## src/rtl/tilegame_pkg.sv

```systemverilog
// tilegame_pkg: shared definitions for the tile-matching game.
//   - FSM state encodings (also the value shown on state_o / mode display)
//   - default board size and colour width
//   - default colour table, driven onto tile_colors by the board top level
//   - sat_inc8: saturating 8-bit increment used for the move counter
package tilegame_pkg;

  localparam int TG_NUM_TILES = 10;
  localparam int TG_COLOR_W   = 4;

  localparam logic [2:0] ST_IDLE        = 3'd0;
  localparam logic [2:0] ST_WAIT_FIRST  = 3'd1;
  localparam logic [2:0] ST_WAIT_SECOND = 3'd2;
  localparam logic [2:0] ST_REVEAL      = 3'd3;
  localparam logic [2:0] ST_RESOLVE     = 3'd4;
  localparam logic [2:0] ST_DONE        = 3'd5;

  // Tile i colour at [i*4 +: 4]. Pairs: 0/7=1, 1/4=2, 2/6=3, 3/5=4, 8/9=5.
  localparam logic [TG_NUM_TILES*TG_COLOR_W-1:0] TG_DEFAULT_COLORS = {
    4'd5, 4'd5, 4'd1, 4'd3, 4'd4, 4'd2, 4'd4, 4'd3, 4'd2, 4'd1
  };

  function automatic logic [7:0] sat_inc8(input logic [7:0] v);
    return (v == 8'hFF) ? v : v + 8'd1;
  endfunction

endpackage

```

## src/rtl/sw_edge_sync.sv

```systemverilog
// sw_edge_sync: brings the raw tile switches into the CLOCK_50 domain and
// produces a one-cycle pulse per rising edge.
//   CLOCK_50  in   system clock
//   resetn    in   synchronous active-low reset
//   i_sw      in   raw asynchronous switches
//   o_rise    out  registered rising-edge pulse per switch
// Path: two synchroniser flops, then a registered edge stage, so a switch
// change sampled on edge k shows up on o_rise after edge k+2.
module sw_edge_sync #(
  parameter int WIDTH = 10
) (
  input  logic             CLOCK_50,
  input  logic             resetn,
  input  logic [WIDTH-1:0] i_sw,
  output logic [WIDTH-1:0] o_rise
);

  logic [WIDTH-1:0] r_meta;
  logic [WIDTH-1:0] r_sync;
  logic [WIDTH-1:0] r_prev;
  logic [WIDTH-1:0] r_rise;

  generate
    for (genvar gi = 0; gi < WIDTH; gi++) begin : g_bit
      always_ff @(posedge CLOCK_50) begin
        if (!resetn) begin
          r_meta[gi] <= 1'b0;
          r_sync[gi] <= 1'b0;
          r_prev[gi] <= 1'b0;
          r_rise[gi] <= 1'b0;
        end else begin
          r_meta[gi] <= i_sw[gi];
          r_sync[gi] <= r_meta[gi];
          r_prev[gi] <= r_sync[gi];
          r_rise[gi] <= r_sync[gi] & ~r_prev[gi];
        end
      end
    end
  endgenerate

  assign o_rise = r_rise;

endmodule

```

## src/rtl/tile_turn_controller.sv

```systemverilog
// tile_turn_controller: sequences one player turn of the tile-matching game
// (first pick, second pick, timed reveal, resolve) and keeps the matched
// mask, move counter and game-complete flag.
//   CLOCK_50     in   system clock
//   resetn       in   synchronous active-low reset
//   start        in   pulse, begins a new game (IDLE/DONE only)
//   quit         in   pulse, abandons the game (wins over start)
//   sw           in   raw tile switches, one per tile
//   tile_colors  in   colour of tile i at [i*COLOR_W +: COLOR_W]
//   led          out  tile LEDs
//   color_a/show_a  out  first pick colour and its valid flag
//   color_b/show_b  out  second pick colour and its valid flag
//   moves        out  completed pair attempts, saturating at 255
//   all_matched  out  high in DONE
//   state_o      out  current FSM state
module tile_turn_controller
  import tilegame_pkg::*;
#(
  parameter int NUM_TILES     = TG_NUM_TILES,
  parameter int COLOR_W       = TG_COLOR_W,
  parameter int REVEAL_CYCLES = 50000000,
  parameter int BLINK_HALF    = 12500000
) (
  input  logic                         CLOCK_50,
  input  logic                         resetn,
  input  logic                         start,
  input  logic                         quit,
  input  logic [NUM_TILES-1:0]         sw,
  input  logic [NUM_TILES*COLOR_W-1:0] tile_colors,
  output logic [NUM_TILES-1:0]         led,
  output logic [COLOR_W-1:0]           color_a,
  output logic                         show_a,
  output logic [COLOR_W-1:0]           color_b,
  output logic                         show_b,
  output logic [7:0]                   moves,
  output logic                         all_matched,
  output logic [2:0]                   state_o
);

  localparam int IDX_W = (NUM_TILES > 1) ? $clog2(NUM_TILES) : 1;
  localparam int RC_W  = $clog2(REVEAL_CYCLES + 1);
  localparam int BC_W  = $clog2(BLINK_HALF + 1);
  localparam logic [RC_W-1:0] REVEAL_LOAD = RC_W'(REVEAL_CYCLES - 1);
  localparam logic [BC_W-1:0] BLINK_LAST  = BC_W'(BLINK_HALF - 1);

  logic [2:0]           r_state;
  logic [NUM_TILES-1:0] r_matched;
  logic [IDX_W-1:0]     r_first_idx;
  logic [IDX_W-1:0]     r_second_idx;
  logic [7:0]           r_moves;
  logic [RC_W-1:0]      r_reveal_cnt;
  logic [BC_W-1:0]      r_blink_cnt;
  logic                 r_blink_on;

  logic [NUM_TILES-1:0] w_rise;
  logic [NUM_TILES-1:0] w_pick_req;
  logic [NUM_TILES-1:0] w_first_oh;
  logic [NUM_TILES-1:0] w_second_oh;
  logic [NUM_TILES-1:0] w_mask_next;
  logic                 w_pick_valid;
  logic [IDX_W-1:0]     w_pick_idx;
  logic [COLOR_W-1:0]   w_color_first;
  logic [COLOR_W-1:0]   w_color_second;
  logic                 w_colors_equal;

  sw_edge_sync #(
    .WIDTH(NUM_TILES)
  ) u_sw_edge_sync (
    .CLOCK_50(CLOCK_50),
    .resetn  (resetn),
    .i_sw    (sw),
    .o_rise  (w_rise)
  );

  assign w_first_oh     = {{(NUM_TILES-1){1'b0}}, 1'b1} << r_first_idx;
  assign w_second_oh    = {{(NUM_TILES-1){1'b0}}, 1'b1} << r_second_idx;
  assign w_color_first  = tile_colors[r_first_idx*COLOR_W +: COLOR_W];
  assign w_color_second = tile_colors[r_second_idx*COLOR_W +: COLOR_W];
  assign w_colors_equal = (w_color_first == w_color_second);
  assign w_mask_next    = w_colors_equal ? (r_matched | w_first_oh | w_second_oh)
                                         : r_matched;

  // Matched tiles never pick; the held first tile cannot be picked again.
  always_comb begin
    w_pick_req = w_rise & ~r_matched;
    if (r_state == ST_WAIT_SECOND) begin
      w_pick_req = w_pick_req & ~w_first_oh;
    end
  end

  // Lowest index wins; scanning downward leaves the lowest set bit last.
  always_comb begin
    w_pick_valid = 1'b0;
    w_pick_idx   = '0;
    for (int i = NUM_TILES - 1; i >= 0; i--) begin
      if (w_pick_req[i]) begin
        w_pick_valid = 1'b1;
        w_pick_idx   = IDX_W'(i);
      end
    end
  end

  always_ff @(posedge CLOCK_50) begin
    if (!resetn) begin
      r_state      <= ST_IDLE;
      r_matched    <= '0;
      r_first_idx  <= '0;
      r_second_idx <= '0;
      r_moves      <= '0;
      r_reveal_cnt <= '0;
      r_blink_cnt  <= '0;
      r_blink_on   <= 1'b0;
    end else if (quit) begin
      // Mask and moves are deliberately kept so the display can still show them.
      r_state <= ST_IDLE;
    end else begin
      case (r_state)
        ST_IDLE, ST_DONE: begin
          if (start) begin
            r_state   <= ST_WAIT_FIRST;
            r_matched <= '0;
            r_moves   <= '0;
          end
        end
        ST_WAIT_FIRST: begin
          if (w_pick_valid) begin
            r_first_idx <= w_pick_idx;
            r_state     <= ST_WAIT_SECOND;
          end
        end
        ST_WAIT_SECOND: begin
          if (w_pick_valid) begin
            r_second_idx <= w_pick_idx;
            r_reveal_cnt <= REVEAL_LOAD;
            r_blink_cnt  <= '0;
            r_blink_on   <= 1'b1;
            r_state      <= ST_REVEAL;
          end
        end
        ST_REVEAL: begin
          if (r_reveal_cnt == '0) begin
            r_state <= ST_RESOLVE;
          end else begin
            r_reveal_cnt <= r_reveal_cnt - 1'b1;
          end
          if (r_blink_cnt == BLINK_LAST) begin
            r_blink_cnt <= '0;
            r_blink_on  <= ~r_blink_on;
          end else begin
            r_blink_cnt <= r_blink_cnt + 1'b1;
          end
        end
        ST_RESOLVE: begin
          r_moves   <= sat_inc8(r_moves);
          r_matched <= w_mask_next;
          r_state   <= (&w_mask_next) ? ST_DONE : ST_WAIT_FIRST;
        end
        default: r_state <= ST_IDLE;
      endcase
    end
  end

  always_comb begin
    led     = '0;
    color_a = '0;
    show_a  = 1'b0;
    color_b = '0;
    show_b  = 1'b0;
    case (r_state)
      ST_WAIT_FIRST: led = r_matched;
      ST_WAIT_SECOND: begin
        led     = r_matched | w_first_oh;
        color_a = w_color_first;
        show_a  = 1'b1;
      end
      ST_REVEAL: begin
        led     = r_matched | (r_blink_on ? (w_first_oh | w_second_oh)
                                          : {NUM_TILES{1'b0}});
        color_a = w_color_first;
        show_a  = 1'b1;
        color_b = w_color_second;
        show_b  = 1'b1;
      end
      ST_RESOLVE: begin
        led     = r_matched;
        color_a = w_color_first;
        show_a  = 1'b1;
        color_b = w_color_second;
        show_b  = 1'b1;
      end
      ST_DONE: led = '1;
      default: ;
    endcase
  end

  assign moves       = r_moves;
  assign all_matched = (r_state == ST_DONE);
  assign state_o     = r_state;

endmodule

```

## config.mk

```make
export PLATFORM = sky130hd
export DESIGN_NAME = tile_turn_controller
export DESIGN_NICKNAME = d
export VERILOG_FILES = /design/src/rtl/tilegame_pkg.sv /design/src/rtl/sw_edge_sync.sv /design/src/rtl/tile_turn_controller.sv
export SDC_FILE = /design/constraint.sdc
export NUM_CORES = 1
export LEC_CHECK = 0
export CAP_MARGIN = 10
export CORE_MARGIN = 3
export CORE_UTILIZATION = 56
export DETAILED_ROUTE_END_ITERATION = 7
export GPL_TIMING_DRIVEN = 0
export PLACE_DENSITY = 0.8
export REMOVE_ABC_BUFFERS = 1
export SLEW_MARGIN = 25
export SYNTH_ARGS = -nofsm -noshare
export SYNTH_HDL_FRONTEND = slang
export SYNTH_SLANG_ARGS = --single-unit
```

## constraint.sdc

```tcl
create_clock -name CLOCK_50 -period 3.04 [get_ports CLOCK_50]
set_input_delay 0.304 -clock CLOCK_50 [delete_from_list [all_inputs] [get_ports CLOCK_50]]
set_output_delay 0.304 -clock CLOCK_50 [all_outputs]
set_load 0.01 [all_outputs]
```

==> flow_summary.toml <==
[grt]
grt_overflow = 0
grt_pass1_vias = 6900
grt_pass1_wl_mm = 33.3
antenna_found_initial = 0
grtUsageTotal_pct = 30.5
grt_max_degree = 41

[yosys]
synth-async-reset-ratio_pct = 0
syn_area_per_cell_um2 = 8.17
yosys.area_share.adder_pct = 0.689
syn-cell-area_mm2 = 0.00690
synthFlopType = "dfxtp_1"
synthTopCellsByArea = "dfxtp_1 35%, mux2i_1 4.5%, a21oi_1 3.8%, nor2_1 3.6%, nand2_1 3.2%"
yosysUniqueCellTypes = 75
yosysMostFrequentCell = "dfxtp_1"
synth.area.mux_share_pct = 6.78
yosys.area.top_type = "dfxtp_1"
synth_compound_area_share_pct = 21.3
ys_seq_area_share_pct = 34.8
synth_top_family_by_area = "simple AND/OR/NAND/NOR gates"
synth_edf_count = 0
synth_top_cell_area_share_pct = 34.8
synth-simple-area-share_pct = 29.6
ys_warn_count = 0
synthCells = 845
ys_top_cells_by_count = "120 x dfxtp_1, 66 x nor2_1, 59 x nand2_1"
synth_seq_cells = 120
synthXorXnorAreaFrac_pct = 2.41

[detailed_routing]
drt_iter0_drc = 985
wl_per_cell_um = 19.9
dr.pass1.iters = 8
vias_per_cell = 6.81
wl_mm = 21.2
drtAntennaViolNets = 0
route.detailed.drc = 0
num_vias = 7276

[sta]
setup_viol = 1
period_needed_ns = 3.05
relSlewSlack_pct = 35.5
whs_ns = 0.382
max_freq_mhz = 328
final-max-slew-violation-count = 0
skew_ns = 0.00595
tightest_slew_ns = 0.961
fin_tns_setup_ns = -0.00551
fin_crit_sh_pct = 100
rsz0062_at_grt = "true"
timing_hold_violations_final = 0
worst_slack_ns = -0.00551

[pwr]
ir_worst_vdd_v = 0.000537
p_per_area_mw_per_mm2 = 466
p_leak_uw = 0.00292

[critical_path]
slowest_stage = "o31ai_4"
crit_buf_inv = 1
criticalPathCategory = "reg2reg"
cp-start-kind = "register"
endpoint_kind = "register"
rr_worst_depth = 8
critical_path_required_ns = 3.36
critical_path_arrival_ns = 3.36
cp_cell_sequence = "inv_1 -> ha_1 -> nor3b_1 -> nand4_1 -> o31ai_4 -> or2b_4 -> a22oi_1 -> o221a_2"
path_delay_family = "simple AND/OR/NAND/NOR gates"
worstSetupPathDepth = 8
crit_fanout = 16
slowest_delay_ns = 0.70

[placed_design]
dp_hpwl_mm = 13.7
numPortBuffers = 85
globalplace.congestion = 0.921

[cts]
cts_max_path_buffers = 2
clock_sinks = 120
path_clk_slew_ns = 0.06
htreeDepth = 4
numCtsBuffers = 17
cts_root_buf = "clkbuf_16"
clock_latency_ns = 0.43
cts_tree = "done"
cts_hold_buf = 0

[cells_and_area]
drive_above_1_share_pct = 12.2
final_nets = 969
diodes = 0
synthToLayoutAreaGrowth_pct = 25.4

[run_status]
outcome = "complete, but fails checks"
failed_checks = "negative setup slack"

[floorplanning]
dieArea_mm2 = 0.0137
start_util_pct = 58.9
ioPinCount = 86
die_h_um = 117
die_x_um = 117
rows = 39
core_area_mm2 = 0.0117

[hold_path]
worstHoldPathCells = 1
hold_path_class = "reg2reg"

[flow_run]
drv_cap = 0
[sequential cells by signal, indices dropped and copies added, names as in the netlist]
signal	flops
u_sw_edge_sync.o_rise	10
r_blink_cnt	24
u_sw_edge_sync.r_prev	10
state_o	3
r_first_idx	4
moves	8
r_second_idx	4
r_reveal_cnt	26
r_matched	10
u_sw_edge_sync.r_meta	10
u_sw_edge_sync.r_sync	10
r_blink_on	1
[cell families after synthesis]
logic type,Yosys count
adder cells (fa/ha/maj),4
XOR/XNOR,19
AO/OA/AOI/OAI,216
AND/OR/NAND/NOR,371
flip-flops,120
multiplexers,41
buffers and inverters,74
[cell usage in the layout, fill, tap and decap left out, types with 15 or more instances in the layout]
master             n
nor2b_1           15
nor3_1            36
xnor2_1           18
clkdlybuf4s50_1   84
nor2_1            64
inv_1             17
dfxtp_1          110
nand2_1           58
a21oi_1           52
nand3_1           25
mux2i_1           31
or3_1             22
nand4_1           22
o21ai_0           40
clkbuf_16         17
and2_1            33
o31ai_1           19
[metrics by stage]
step / std cells / util, % / setup slack (ns) / area, um2 / power (uW)
after floorplan: 789 / - / -0.548 / 6660 / 1810
after global placement: 1017 / 65.7 / -1.84 / 7690 / 1950
after detailed placement: 1020 / 66.3 / -1.64 / 7760 / 1970
after CTS: 1058 / 72.6 / 0.00604 / 8500 / 4020
after global routing: 1068 / 73.9 / -0.140 / 8660 / 4150
final: 1068 / 73.9 / -0.00551 / 8660 / 4030
[power breakdown]
part           total, uW  switching (uW)  internal, uW
combinational        363             188           175
clock               2050             739          1310
sequential          1620            22.9          1590
[final timing paths]
check	from	to	slack (ns)
setup / recovery	r_reveal_cnt[0]	r_reveal_cnt[12]	-0.006
hold / removal	u_sw_edge_sync.r_prev[6]	u_sw_edge_sync.o_rise[6]	0.38
setup reg to reg	r_reveal_cnt[0]	r_reveal_cnt[12]	-0.006
hold reg to reg	u_sw_edge_sync.r_prev[6]	u_sw_edge_sync.o_rise[6]	0.38
[repair_timing]
| action | CTS | global route |
|---|---|---|
| setup buffers | 4 | 10 |
| setup endpoints to repair | 91 | 56 |
| pin swaps | 2 | 5 |
| gates cloned | 2 | 0 |
| resized for setup | 31 | 20 |
[worst reg2reg max path: cells and delay by family, from the launching register on]
family | cells | cell delay (ns)
buffers and inverters | 1 | 0.06
AO/OA/AOI/OAI | 3 | 1.11
flip-flops | 1 | 0.33
adder cells (fa/ha/maj) | 1 | 0.20
AND/OR/NAND/NOR | 3 | 1.24
[routing by layer]
layer | GRT usage, % | vias to the layer above | wire, um
met2 | 48.9 | 498 | 9830
met5 | 0 | - | 0
met3 | 7.46 | 71 | 2400
li1 | - | 3323 | -
met4 | 11.8 | 0 | 532
met1 | 39.7 | 3384 | 8450
[area by class of cell]
type	count	area [um2]
clock inverters	10	116
fillers	905	3050
flip-flops and latches	120	2430
multi-input cells	653	4350
inverters	18	67.6
well taps	143	179
repair buffers	102	1020
clock buffers	22	494
(Power assumes the default switching activity.)
